`src/rtl/apb_master_fsm.sv`:
```
// apb_master_fsm: single-transfer APB4 requester for the AXI-APB bridge.
// Decodes the request address onto NUM_SLAVES 4 KiB windows starting at
// 0x1000, runs SETUP/ACCESS, and returns data plus an error code.
// Optional macro APB_MASTER_TIMEOUT_EN bounds the ACCESS phase to
// TIMEOUT_CYCLES not-ready cycles, then ends the transfer with SLVERR.
//
// state  | meaning
// IDLE   | req_ready high, waiting for a request
// SETUP  | PSEL high, PENABLE low
// ACCESS | PSEL and PENABLE high, waiting for the selected PREADY
// RESP   | rsp_valid high, response held until rsp_ready
module apb_master_fsm #(
   parameter int ADDR_WIDTH     = 32,
   parameter int DATA_WIDTH     = 32,
   parameter int NUM_SLAVES     = 4,
   parameter int TIMEOUT_CYCLES = 16
) (
   input  logic                             PCLK,
   input  logic                             PRESET,
   input  logic                             req_valid,
   output logic                             req_ready,
   input  logic                             req_write,
   input  logic [ADDR_WIDTH-1:0]            req_addr,
   input  logic [DATA_WIDTH-1:0]            req_wdata,
   input  logic [DATA_WIDTH/8-1:0]          req_strb,
   input  logic [2:0]                       req_prot,
   output logic                             rsp_valid,
   input  logic                             rsp_ready,
   output logic [DATA_WIDTH-1:0]            rsp_rdata,
   output logic [1:0]                       rsp_err,
   output logic [NUM_SLAVES-1:0]            PSEL,
   output logic                             PENABLE,
   output logic                             PWRITE,
   output logic [2:0]                       PPROT,
   output logic [ADDR_WIDTH-1:0]            PADDR,
   output logic [DATA_WIDTH-1:0]            PWDATA,
   output logic [DATA_WIDTH/8-1:0]          PSTRB,
   input  logic [NUM_SLAVES*DATA_WIDTH-1:0] PRDATA,
   input  logic [NUM_SLAVES-1:0]            PREADY,
   input  logic [NUM_SLAVES-1:0]            PSLVERR
);

   localparam int STRBW = DATA_WIDTH/8;
   localparam int IDXW  = (NUM_SLAVES > 1) ? $clog2(NUM_SLAVES) : 1;
   localparam int PAGEW = ADDR_WIDTH - 12;
   localparam logic [PAGEW-1:0] LAST_PAGE = PAGEW'(NUM_SLAVES);

   typedef enum logic [1:0] {IDLE, SETUP, ACCESS, RESP} state_t;

   state_t                  state_q;
   logic [IDXW-1:0]         sel_idx_q;
   logic [NUM_SLAVES-1:0]   psel_q;
   logic                    penable_q;
   logic                    pwrite_q;
   logic [2:0]              pprot_q;
   logic [ADDR_WIDTH-1:0]   paddr_q;
   logic [DATA_WIDTH-1:0]   pwdata_q;
   logic [STRBW-1:0]        pstrb_q;
   logic                    rsp_valid_q;
   logic [DATA_WIDTH-1:0]   rsp_rdata_q;
   logic [1:0]              rsp_err_q;

   logic [PAGEW-1:0]        page;
   logic                    hit;
   logic [IDXW-1:0]         dec_idx;
   logic [NUM_SLAVES-1:0]   dec_sel;
   logic                    sel_ready;
   logic                    sel_err;
   logic [DATA_WIDTH-1:0]   sel_rdata;

`ifdef APB_MASTER_TIMEOUT_EN
   localparam int CNTW = $clog2(TIMEOUT_CYCLES + 1);
   localparam logic [CNTW-1:0] CNT_LAST = CNTW'(TIMEOUT_CYCLES - 1);
   logic [CNTW-1:0]         to_cnt_q;
`else
   logic                    unused_timeout_cfg;
   assign unused_timeout_cfg = (TIMEOUT_CYCLES > 0);
`endif

   // Address decode: 4 KiB page n (1..NUM_SLAVES) selects slave n-1.
   always_comb begin
      page    = req_addr[ADDR_WIDTH-1:12];
      hit     = (page != '0) && (page <= LAST_PAGE);
      dec_idx = IDXW'(page - PAGEW'(1));
      dec_sel = '0;
      if (hit) dec_sel[dec_idx] = 1'b1;
   end

   assign sel_ready = PREADY[sel_idx_q];
   assign sel_err   = PSLVERR[sel_idx_q];
   assign sel_rdata = PRDATA[sel_idx_q*DATA_WIDTH +: DATA_WIDTH];

   assign req_ready = (state_q == IDLE) && !PRESET;
   assign rsp_valid = rsp_valid_q;
   assign rsp_rdata = rsp_rdata_q;
   assign rsp_err   = rsp_err_q;
   assign PSEL      = psel_q;
   assign PENABLE   = penable_q;
   assign PWRITE    = pwrite_q;
   assign PPROT     = pprot_q;
   assign PADDR     = paddr_q;
   assign PWDATA    = pwdata_q;
   assign PSTRB     = pstrb_q;

   // Transfer sequencing with all APB and response outputs registered.
   always_ff @(posedge PCLK) begin
      if (PRESET) begin
         state_q     <= IDLE;
         sel_idx_q   <= '0;
         psel_q      <= '0;
         penable_q   <= 1'b0;
         pwrite_q    <= 1'b0;
         pprot_q     <= '0;
         paddr_q     <= '0;
         pwdata_q    <= '0;
         pstrb_q     <= '0;
         rsp_valid_q <= 1'b0;
         rsp_rdata_q <= '0;
         rsp_err_q   <= 2'b00;
`ifdef APB_MASTER_TIMEOUT_EN
         to_cnt_q    <= '0;
`endif
      end else begin
         case (state_q)
            IDLE: begin
               if (req_valid) begin
                  if (hit) begin
                     state_q   <= SETUP;
                     sel_idx_q <= dec_idx;
                     psel_q    <= dec_sel;
                     penable_q <= 1'b0;
                     pwrite_q  <= req_write;
                     pprot_q   <= req_prot;
                     paddr_q   <= req_addr;
                     pwdata_q  <= req_write ? req_wdata : '0;
                     pstrb_q   <= req_write ? req_strb : '0;
                  end else begin
                     // Unmapped address: answer DECERR without touching the bus.
                     state_q     <= RESP;
                     rsp_valid_q <= 1'b1;
                     rsp_rdata_q <= '0;
                     rsp_err_q   <= 2'b11;
                  end
               end
            end
            SETUP: begin
               state_q   <= ACCESS;
               penable_q <= 1'b1;
`ifdef APB_MASTER_TIMEOUT_EN
               to_cnt_q  <= '0;
`endif
            end
            ACCESS: begin
               if (sel_ready) begin
                  state_q     <= RESP;
                  psel_q      <= '0;
                  penable_q   <= 1'b0;
                  rsp_valid_q <= 1'b1;
                  rsp_rdata_q <= pwrite_q ? '0 : sel_rdata;
                  rsp_err_q   <= sel_err ? 2'b10 : 2'b00;
               end
`ifdef APB_MASTER_TIMEOUT_EN
               else if (to_cnt_q == CNT_LAST) begin
                  state_q     <= RESP;
                  psel_q      <= '0;
                  penable_q   <= 1'b0;
                  rsp_valid_q <= 1'b1;
                  rsp_rdata_q <= '0;
                  rsp_err_q   <= 2'b10;
               end else begin
                  to_cnt_q <= to_cnt_q + CNTW'(1);
               end
`endif
            end
            RESP: begin
               if (rsp_ready) begin
                  state_q     <= IDLE;
                  rsp_valid_q <= 1'b0;
               end
            end
            default: state_q <= IDLE;
         endcase
      end
   end

endmodule

```
`config.mk`:
```
export PLATFORM = sky130hd
export DESIGN_NAME = apb_master_fsm
export DESIGN_NICKNAME = d
export VERILOG_FILES = /design/src/rtl/apb_master_fsm.sv
export SDC_FILE = /design/constraint.sdc
export NUM_CORES = 1
export LEC_CHECK = 0
export CORE_ASPECT_RATIO = 1.4
export CORE_MARGIN = 10
export CORE_UTILIZATION = 40
export CTS_CLUSTER_DIAMETER = 30
export CTS_CLUSTER_SIZE = 16
export DETAILED_ROUTE_END_ITERATION = 8
export PLACE_DENSITY = 0.86
export SYNTH_ARGS = -nofsm -noshare
export SYNTH_HDL_FRONTEND = slang
export SYNTH_SLANG_ARGS = --single-unit
```
`constraint.sdc`:
```
create_clock -name PCLK -period 2.8 [get_ports PCLK]
set_input_delay 0.56 -clock PCLK [delete_from_list [all_inputs] [get_ports PCLK]]
set_output_delay 0.56 -clock PCLK [all_outputs]
set_load 0.01 [all_outputs]
```
## Word level (Yosys, flattened, before mapping)

Cells that the tools add are included.

| storage, ports and cells | value |
|---|---|
| logic and storage cells | 77 |
| output and inout port bits | 113 |
| register bits | 116 |
| bits of input ports | 212 |

| cells by class | value |
|---|---|
| mux-type cells | 36 |
| eq/ne operators | 8 |
| add/subtract/negate cells | 1 |
| reduce and logical (&&, ||, !) cells | 15 |
| magnitude comparators | 4 |
| shift operators | 1 |

Operators with widths:

| operator | number |
|---|---|
| two-way mux 32 bit | 5 |
| indexed part select 128 x 8 -> 32 bit | 1 |
| one-hot mux 32 bit (2 select lines) | 1 |
| <= comparator 20 x 3 -> 1 bit (second input constant) | 1 |
| nonzero test 20 bit | 1 |
| two-way mux 2 bit | 8 |
| two-way mux 4 bit | 4 |
| AND reduction 4 bit | 3 |
| two-way mux 1 bit | 10 |
| != test 2 bit (second input constant) | 5 |
| one-hot mux 2 bit (4 select lines) | 1 |
| one-hot mux 4 bit (2 select lines) | 1 |
| less-than comparator 2 x 3 -> 1 bit (second input constant) | 2 |
| one-hot mux 1 bit (3 select lines) | 2 |
| AND reduction 3 bit | 2 |
| nonzero test 3 bit | 2 |
| AND reduction 5 bit | 1 |
| binary-select mux 1 bit (select 2 bit) | 2 |
| == test 2 bit (second input constant) | 2 |
| one-hot mux 2 bit (2 select lines) | 1 |
| logical AND 1 bit | 3 |
| demux 1 bit (select 2 bit) | 1 |
| == test 2 x 1 -> 1 bit (second input constant) | 1 |
| >= comparator 2 x 1 -> 1 bit (second input constant) | 1 |
| other kinds (4) | 4 |

## Depth between registers and ports, before layout

| logic depth | value |
|---|---|
| depth after elaboration | 8 |
| mapped depth | 10 |
| mapped depth without buffers | 7 |

## Worst setup path before layout

Ideal clock, no wire load.

| timing | value |
|---|---|
| kind | input -> register |
| from | input port req_addr[12] |
| to | register paddr_q[10] (netlist: PADDR[10]) |
| setup time | 132 ps |
| stages | 9 |
| data arrival time | 1,958 ps |
| path buffers | 2 |
| required time | 2,668 ps |
| path slack | 710 ps |
| cells stage by stage | inv_1 ha_1 xnor2_1 nand4_2 or3_1 buf_2 buf_2 nand2_1 a21oi_1 |

| on the way | value |
|---|---|
| cells in the longest elaborated chain, start to end | 3 |
| elaborated cells between the ends (all ways) | 4 |
| those cells by class | 1 x order compare; 3 x reduce/logical |

RTL lines:

| item | RTL line | RTL |
|---|---|---|
| start, declared | 23 | `input logic [ADDR_WIDTH-1:0] req_addr,` |
| <= comparator 20 x 3 -> 1 bit / nonzero test 20 bit (equally long branches) | 83 | `hit = (page != '0) && (page <= LAST_PAGE);` |
| logical AND 1 bit * | 83 |  |
| AND reduction 3 bit (no source line) * | -- |  |
| end signal, assigned | 134 | `paddr_q <= req_addr;` |
| end, declared | 56 | `logic [ADDR_WIDTH-1:0] paddr_q;` |

Every way passes the cells marked *; elsewhere a longest branch is shown, timed or not.
A chain may end at the register's enable or synchronous reset.

## Worst setup path after layout

| timing | value |
|---|---|
| from | register state_q[0] |
| to | output port req_ready |

| on the way | value |
|---|---|
| cells in the longest elaborated chain, start to end | 2 |

RTL lines:

| item | RTL line | RTL |
|---|---|---|
| start, declared | 50 | `state_t state_q;` |
| start signal, assigned | 108 | `state_q <= IDLE;` |
| start signal, assigned | 128 | `state_q <= SETUP;` |
| start signal, assigned | 139 | `state_q <= RESP;` |
| zero test 2 bit | 93 | `assign req_ready = (state_q == IDLE) && !PRESET;` |
| logical AND 1 bit | 93 |  |
| end, declared | 21 | `output logic req_ready,` |

No other way between the ends.

==> impl_metrics.csv <==
group,metric,value,unit
place,placed_area,8660,um2
sta,fin_crit_sh,0.931,
finish,layout-drive-gt1-share,0.109,
sta,slew-limit-headroom,0.378,
synth,yosysWarnings,0,
clock_network,cts_sinks,116,
detailed_routing,wirelength,20800,um
place,gp_congestion,0.851,
critical_path,start_kind,"register",
sta,period_minus_slack,2610,ps
global_routing,grt_use_total,0.224,
clock_network,numCtsBuffers,17,
clock_network,clk_latency,410,ps
global_routing,grt_pass1_vias,5595,
critical_path,endpoint_kind,"primary output",
place,dpl_worst_slack,-110,ps
synth,synth_edf_count,0,
critical_path,crit_chain,"inv_1, ha_1, inv_1, nor2_1, clkdlybuf4s50_1",
die,fp.dieArea,18100,um2
power_and_ir_drop,leakage,3.19,nW
clock_network,cts_tree,"done",
sta,drv_slew,0,
critical_path,critPathKind,"reg -> out",
detailed_routing,first_pass_iters,4,
power_and_ir_drop,pwr_density_cell,572,nW/um2
clock_network,cts_max_level,4,
place,dp_hpwl,16200,um
sta,setup_slack,192,ps
sta,skew,10.5,ps
outcome,status,"completed",
sta,hold_viol,0,
critical_path,slowest_stage,"clkdlybuf4s50_1",
critical_path,crit_top_cell,"inv_1",
die,initial_core_util,0.408,
critical_path,arrival,2050,ps
clock_network,cts_setup_buffers,0,
place,io_buffer_count,324,
finish,stdcell_area,9270,um2
detailed_routing,ant_nets,0,
detailed_routing,via_per_inst,5.13,
sta,max_freq,0.383,GHz
critical_path,crit_path_max_incr_delay,590,ps
clock_network,holdBufCountCts,0,
clock_network,cts-root-buf,"clkbuf_16",
job,cap_viol_max_count,0,
die,die_height,155,um
die,core_area,12800,um2
synth,syn_area_per_cell,9.48,um2
synth,ys_types,36,
die,io_pins,325,
global_routing,antenna_found_initial,2,
critical_path,path_max_fanout,7,
clock_network,cts_buffer_depth,2,
synth,synth-async-reset-ratio,0,
sta,rsz0062_at_grt,"no",
global_routing,grt_max_degree,72,
min_path,hold_class,"reg -> reg",
synth,synthCells,551,
clock_network,path_clk_slew,60,ps
detailed_routing,drcViolationCount,0,
synth,seq_area_frac_synth,0.445,
die,row_count,49,
die,die_w,117,um
critical_path,required,2240,ps
power_and_ir_drop,irDropWorstVdd,0.420,mV
synth,yosys_register_bits,116,
detailed_routing,drt_first_iter_violations,300,
finish,syn_to_final_growth,77.5,%
synth,syn_nets,773,
synth,ys_dominant_reg_cell,"dfxtp_1",
global_routing,grt_pass1_wl,31400,um
detailed_routing,vias,5309,
synth,synth.cell_area,5220,um2
clock_network,post_cts_resized,0,
detailed_routing,avgRoutedWirePerCell,20.1,um
sta,setup_viol_count_final,0,
finish,nNetsFinal,1088,
global_routing,overflow,0,
sta,worst_slew_pin_slew,929,ps
-- critical path, delay by kind of cell (launching register included) --
kind | cells | cell delay [ps]
AND/OR/NAND/NOR | 1 | 140
flip-flops | 1 | 340
adder cells (fa/ha/maj) | 1 | 300
buffers and inverters | 3 | 860
-- path summary, 6_finish.rpt --
| check | depth (start not counted) | slack [ps] | to | from |
|---|---|---|---|---|
| setup / recovery | 5 | 190 | req_ready | state_q[0] |
| hold / removal | 2 | 450 | PWDATA[27] | PWDATA[27] |
| setup reg to reg | 7 | 630 | PADDR[17] | state_q[0] |
| hold reg to reg | 2 | 450 | PWDATA[27] | PWDATA[27] |
-- power breakdown --
part           internal [W]  switching [W]
registers           0.00175      0.0000576
logic              0.000683       0.000585
clock network       0.00141       0.000819
total               0.00384        0.00146
-- final cells by class --
class	instances	area [um2]
multi-input combinational	381	2670
fill	928	3550
inverter	7	26.3
timing repair buffer	343	3450
tap	153	191
clock buffer	18	429
sequential	116	2320
antenna	2	5.00
clock inverter	14	178
-- cell usage in the layout, fill, tap and decap left out, types with 6 or more instances in the layout --
master and instances:
inv_1 7, o21ai_0 37, buf_4 15, nor3_1 6, nand2_1 109, a21oi_1 59
and2_1 17, clkdlybuf4s50_1 323, dfxtp_1 114, mux4_2 33, a211oi_1 6, nand3b_1 33
clkbuf_16 17, ha_1 10, nand3_1 36
-- cells in the mapped netlist (all sizes together), types with 4 or more instances --
library cell  number  area share
clkbuf            25       0.018
buf               22       0.026
a21oi             59       0.057
nor2               5      0.0036
ha                10       0.024
inv                7      0.0050
and2              17       0.020
nand3             36       0.034
nand2            109       0.078
dfxtp            116        0.44
nor3               7      0.0077
o21ai             37       0.035
a211oi             6      0.0086
mux4              33        0.14
nand4b             4      0.0067
nand3b            33       0.047
nand2b             4      0.0048
-- stage by stage --
step | hold slack (ps) | power (W) | utilization | std cells | TNS [ps]
2_1_floorplan | 476 | 0.00244 | - | 551 | 0
4_1_cts | 453 | 0.00534 | 0.723 | 1032 | 0
3_3_place_gp | 437 | 0.00309 | 0.676 | 1000 | -156
6_report | 452 | 0.00531 | 0.723 | 1034 | 0
5_1_grt | 469 | 0.00551 | 0.723 | 1032 | 0
3_5_place_dp | 443 | 0.00311 | 0.676 | 1000 | -1640
-- logic make-up after synthesis --
logic type / after synthesis / share of synthesized area
AND/OR/NAND/NOR: 223 / 0.216
flip-flops: 116 / 0.445
AO/OA/AOI/OAI: 110 / 0.115
buffers and inverters: 54 / 0.0486
multiplexers: 37 / 0.151
adder cells (fa/ha/maj): 10 / 0.0240
XOR/XNOR: 1 / 0.00168
-- sequential cells by signal, indices dropped and copies added, names as in the netlist --
signal	flops
PWDATA	32
PADDR	32
rsp_err	2
PWRITE	1
PSEL	4
PENABLE	1
state_q	2
rsp_rdata	32
PSTRB	4
PPROT	3
rsp_valid	1
sel_idx_q	2
-- metal layers --
| layer | vias to the layer above | part of all wire | wire length, um | GRT usage |
|---|---|---|---|---|
| li1 | 2573 | - | - | - |
| met1 | 2494 | 0.36 | 7600 | 0.244 |
| met2 | 217 | 0.51 | 10700 | 0.382 |
| met3 | 25 | 0.10 | 2160 | 0.0931 |
| met4 | 0 | 0.018 | 366 | 0.0708 |
| met5 | - | 0 | 0 | 0 |
No activity file was read; power rests on OpenSTA's default activity.
